[src/rtl/serial_add16_ctrl.sv]
// 16-bit add/subtract done as four registered 4-bit nibble steps, LS nibble first.
// Result appears 4 edges after accept; it is held in DONE until out_ready, and no new operands are taken meanwhile.
module serial_add16_ctrl (
  input  logic        clk,
  input  logic        rst,
  input  logic        in_valid,
  output logic        in_ready,
  input  logic [15:0] op_a,
  input  logic [15:0] op_b,
  input  logic        cin,
  input  logic        sub,
  output logic        out_valid,
  input  logic        out_ready,
  output logic [15:0] result,
  output logic        cout,
  output logic        ovf,
  output logic        busy
);

  typedef enum logic [1:0] {IDLE, ADD, DONE} state_t;

  state_t      state;
  logic [15:0] a_q;
  logic [15:0] b_q;
  logic        carry_q;
  logic [1:0]  idx_q;

  logic [3:0]  a_nib;
  logic [3:0]  b_nib;
  logic [4:0]  nib_sum;
  logic [3:0]  low3_sum;

  always_comb begin
    a_nib    = a_q[{idx_q, 2'b00} +: 4];
    b_nib    = b_q[{idx_q, 2'b00} +: 4];
    nib_sum  = {1'b0, a_nib} + {1'b0, b_nib} + {4'b0000, carry_q};
    // Bit 3 of the low-3-bit sum is the carry into the nibble's top bit (bit 15 on the last step).
    low3_sum = {1'b0, a_nib[2:0]} + {1'b0, b_nib[2:0]} + {3'b000, carry_q};
  end

  assign in_ready = (state == IDLE) && !rst;
  assign busy     = (state != IDLE);

  always_ff @(posedge clk or posedge rst) begin
    if (rst) begin
      state     <= IDLE;
      a_q       <= '0;
      b_q       <= '0;
      carry_q   <= 1'b0;
      idx_q     <= 2'd0;
      result    <= '0;
      cout      <= 1'b0;
      ovf       <= 1'b0;
      out_valid <= 1'b0;
    end else begin
      case (state)
        IDLE: begin
          if (in_valid) begin
            a_q     <= op_a;
            b_q     <= sub ? ~op_b : op_b;
            carry_q <= sub ? 1'b1 : cin;
            idx_q   <= 2'd0;
            state   <= ADD;
          end
        end
        ADD: begin
          result[{idx_q, 2'b00} +: 4] <= nib_sum[3:0];
          carry_q <= nib_sum[4];
          idx_q   <= idx_q + 2'd1;
          if (idx_q == 2'd3) begin
            cout      <= nib_sum[4];
            ovf       <= low3_sum[3] ^ nib_sum[4];
            out_valid <= 1'b1;
            state     <= DONE;
          end
        end
        DONE: begin
          if (out_ready) begin
            out_valid <= 1'b0;
            state     <= IDLE;
          end
        end
        default: state <= IDLE;
      endcase
    end
  end

endmodule

[config.mk]
export PLATFORM = sky130hd
export DESIGN_NAME = serial_add16_ctrl
export DESIGN_NICKNAME = d
export VERILOG_FILES = /design/src/rtl/serial_add16_ctrl.sv
export SDC_FILE = /design/constraint.sdc
export NUM_CORES = 1
export LEC_CHECK = 0
export ABC_CLOCK_PERIOD_IN_PS = 3300
export BUFFER_PORTS_ARGS = -buffer_cell sky130_fd_sc_hd__buf_4
export CAP_MARGIN = 25
export CORE_ASPECT_RATIO = 1.2
export CORE_MARGIN = 8
export CORE_UTILIZATION = 54
export DETAILED_ROUTE_END_ITERATION = 16
export PLACE_DENSITY_LB_ADDON = 0.1
export SETUP_SLACK_MARGIN = 0.05
export SLEW_MARGIN = 20
export SYNTH_ARGS = -nofsm -noshare
export SYNTH_HDL_FRONTEND = slang
export SYNTH_SLANG_ARGS = --single-unit
[constraint.sdc]
create_clock -name clk -period 3.3 [get_ports clk]
set_clock_uncertainty 0.1 [all_clocks]
set_input_delay 0.165 -clock clk [delete_from_list [all_inputs] [get_ports clk]]
set_output_delay 0.165 -clock clk [all_outputs]
set_load 0.005 [all_outputs]
After elaboration in Yosys (flattened, before gate mapping)
Cells that the tools add are included.

Memory bits (writable): 0. Memories: 0. Register bits after elaboration: 56. Output and inout port bits: 21. Input bits: 38. Memory bits (read-only): 0. Bits in latches: 0.

Order comparisons: 0. Shift-type cells: 4. Bitwise operators: 2. Divide/modulo/power cells: 0. Add/sub/neg operators: 6. Multiply operators: 0. Eq/ne operators: 6. Mux-type cells: 14. Reduce and logical (&&, ||, !) cells: 11.

Operator list (count): variable part select 16 x 5 -> 4 bit (2); bitwise mux 16 bit (1); 2-to-1 mux 16 bit (1); NOT 16 bit (1); variable shift 4 x 6 -> 16 bit (first input constant) (1); variable part select 4 x 6 -> 16 bit (1); 2-to-1 mux 2 bit (4); inequality test 2 bit (second input constant) (3); negation 4 -> 6 bit (1); one-hot mux 2 bit (3 select lines) (1); AND reduction 2 bit (3); AND reduction 3 bit (2); nonzero test 2 bit (3); adder 4 x 4 -> 5 bit (1); adder 5 x 1 -> 5 bit (1); adder 3 x 3 -> 4 bit (1); adder 4 x 1 -> 4 bit (1); equality test 2 bit (second input constant) (2); 2-to-1 mux 1 bit (4); one-hot mux 1 bit (2 select lines) (2); one-hot mux 2 bit (2 select lines) (1); adder 2 x 1 -> 2 bit (second input constant) (1); equality test 2 x 1 -> 1 bit (second input constant) (1); logical NOT 2 bit (1); other kinds (3) (3).

Logic depth before layout (Yosys ltp)
Depth after elaboration: 5. Gate-level depth with buffers: 8. Gate-level depth less buffers: 7.

Least setup slack after synthesis
OpenSTA, ideal clock, no wires.

Path kind: reg2reg. From: reg idx_q[0]. To: reg ovf. Data required time: 3.072 ns. Setup slack: 0.403 ns. Data arrival time: 2.669 ns. Buffers on the path: 1. Cell stages (with the launch flop): 9. Library setup time: 0.128 ns. Cells stage by stage: dfrtp_1 -> buf_6 -> mux4_2 -> fa_1 -> fa_1 -> a21o_1 -> a21oi_1 -> xnor2_1 -> o21ai_0.

Cells in the longest elaborated chain, start to end: 4.

RTL lines: start, declared (line 26) `logic [1:0] idx_q;`; start signal, assigned (line 69) `idx_q <= idx_q + 2'd1;`; variable part select 16 x 5 -> 4 bit, on equally long branches (line 34, 35); adder 4 x 4 -> 5 bit / adder 3 x 3 -> 4 bit (equally long branches) (line 36, 38); adder 5 x 1 -> 5 bit / adder 4 x 1 -> 4 bit (equally long branches) (line 36, 38); bitwise XOR 1 bit (line 72) `ovf <= low3_sum[3] ^ nib_sum[4];`; end signal, assigned (line 72); end, declared (line 16) `output logic ovf,`.

Parallel ways exist; a longest one is shown, timed or not. A chain may end at the register's enable or synchronous reset.

Worst setup path in the final report
Same ends and word-level chain as after synthesis.

==> metrics <==
status=complete, no violations; Synth Area in Compound Gates=between 10% and 20%; # Post-CTS Setup Buffers=0; Sequential Area=1400 um^2; r2r endpoint=ovf; Synth Net Count=between 200 and 300; post-synthesis xor/xnor area fraction=~6.0%; metal2 WL=3050 um; DR top layer=met4; DR DRC count=0; drt via density=5.30; antenna violations before repair=0; share of layout cells above drive strength 1=between 30% and 40%; Die Y=between 90 and 100 um; met3 WL=301 um; register area share after synthesis=50.2%; Design Area, Final=around 3500 um^2; R2R cell count=7; r2r setup slk=470 ps; Async SR Flop Fraction=100%; final hold slack=approximately 28 ps; antenna-violating nets left=0; Post-Syn Area per Cell=12.6 um^2; CTS tree=built; Bufs on Longest Clock Path=2; Rows=28; Arr. time, crit path=around 2900 ps; reg2reg start=idx_q[0]; main combinational cell family by area after synthesis=multiplexers; Total GRT Usage=between 10% and 20%; RePlAce Congestion=around 0.76; number of buffers added on ports=58; DRT Pass-1 Iters=4; Tcrit/Tclk final=approximately 86%; Max FO, Critical Path=5; Pins Over Slew Limit=0; Post-Route WL=5930 um; H-tree Lvls=2; hold endpoint=b_q[2]; fill cell count=about 370; CP Class=reg2reg; synthesized cell area=2790 um^2; Worst-path clk slew=100 ps; DR vias=roughly 1,900; Core Area=4970 um^2; placed cell area=3230 um^2; Die ar.=between 7000 and 8000 um^2; Hold Crit Depth=3; CTS sink cnt=56; met1 wire length=2510 um; Worst Tran Pin Value=between 800 and 900 ps; n_diodes=0; Synth Area in Simple Gates=8.43%; Worst EP required=about 3400 ps; Yosys warnings=0; leakage=roughly 0.0016 uW; Yosys reg bits=between 50 and 60; Post-Synthesis Cells=222; post-DR wirelength/cell=between 15 and 20 um; Die W=81.6 um; Hold Startpoint=op_b[2]; EDFF count, synth=0; vias in the first global route=2,043; final number of hold-violating endpoints=0; initial core utilization=56.1%; Slew headroom=44.3%; startpoint types=flop; clk_lat worst skew=a little over 300 ps; Area Growth Syn to Fin=25.9%; CTS buffer count=5; Power Total=3560 uW; Worst VDD drop=between 0.5 and 0.6 mV; post-synthesis adder-cell area fraction=roughly 5.5%; mux contribution to synthesized area=15.3%; Final TNS setup=0 ps; initial drt markers=between 100 and 150; HPWL after DPL=4280 um; Max Clk Rate=354 MHz; Power Dens Cells=slightly above 1000 nW/um^2; RSZ-0062 raised after global routing=no; first-pass GRT wire length=10,000 um; largest net degree at the start of global routing=52; Final Critical Period=2830 ps; Worst setup EP type=flop; area occupied by multi-input gates=about 1300 um^2; Max Cap Violations=0; Nets=approximately 350; Most used DFF post-synth=dfrtp_1; CTS Root Cell=clkbuf_8; Finish-stage setup viols=0; I/O Pins=between 50 and 60; GR Overflow Total=0; Yosys cell types=35; Hold WC Path Type=in2reg; fin util=between 70% and 80%
## state kept, by name, indices dropped and copies added, names as in the netlist
register / count
a_q: 16
b_q: 16
result: 16
idx_q: 2
state: 2
carry_q: 1
cout: 1
out_valid: 1
ovf: 1
## what timing repair did
action,in CTS,in global routing
hold buffers,18,0
endpoints found under the hold margin,56,0
setup endpoints to repair,0,0
gates resized for setup,0,0
## power by group
part / internal [uW] / leakage, uW / total [uW] / switching (uW)
logic: 969 / 0.000893 / 1930 / 960
clock network: 170 / 0.0000434 / 396 / 226
registers: 1010 / 0.000678 / 1230 / 225
## cells in the mapped netlist, types with 3 or more instances
cell type	number	area [um^2]
mux2_4	15	225
buf_2	4	20.0
ha_1	9	113
nand2_1	15	56.3
a22o_1	12	105
nor2_1	20	75.1
a21oi_1	19	95.1
xnor2_1	19	166
buf_6	3	33.8
dfrtp_1	56	1400
inv_1	7	26.3
mux4_2	8	180
o21ai_0	8	40.0
## worst max-delay path: stages (launching register included)
cell     delay (ps)
dfrtp_1         490
mux4_2          560
fa_1            450
fa_1            430
a21o_1          190
a21oi_1         280
xnor2_1         150
o21ai_0          80
## worst max-delay path by stage
| stage | from | end | slack, ps |
|---|---|---|---|
| detailed placement | idx_q[0] | ovf | 450 |
| floorplan | idx_q[0] | ovf | 400 |
| global route | idx_q[0] | ovf | 300 |
| finish | idx_q[0] | ovf | 470 |
| global placement | idx_q[0] | ovf | 530 |
| CTS | idx_q[0] | ovf | 440 |
## layout by cell type (no fill, tap or decap), types with 2 or more instances in the layout
cell           instances
o211ai_1               2
nor2_1                20
mux4_2                 8
clkbuf_8               6
inv_1                  6
buf_4                 61
ha_1                   9
a21oi_1               19
fa_1                   2
nand3_1                2
dlygate4sd3_1         18
clkinvlp_4             2
a21o_1                 2
dfrtp_1               56
xnor2_1               19
mux2_4                15
nand2_1               15
a22o_1                12
o21ai_0                8
## logic make-up (layout without fill, tap and decap cells)
logic type,after synthesis,count (layout)
flops,56,56
simple gates,47,47
compound gates,46,46
mux,25,25
xor+xnor,19,19
buf+inv,18,94
fa+ha+maj,11,11
## stage by stage
step / cells / setup slack [ps]
6_report: 358 / 473
3_3_place_gp: 332 / 528
2_1_floorplan: 222 / 403
5_1_grt: 358 / 295
3_5_place_dp: 332 / 452
4_1_cts: 358 / 442
## layout make-up
cell class	instances	area share [%]
Clock buffer	6	2.35
Clock inverter	2	0.428
Inverter	7	0.748
Multi-Input combinational cell	148	36.3
Sequential cell	56	39.9
Tap cell	60	2.14
Timing Repair Buffer	79	18.2
## metal layers
| layer | global-route usage, % | vias up |
|---|---|---|
| li1 | - | 929 |
| met1 | 20.7 | 913 |
| met2 | 28.2 | 47 |
| met3 | 3.80 | 7 |
| met4 | 3.52 | 0 |
| met5 | 0 | - |
(Power assumes the default switching activity.)
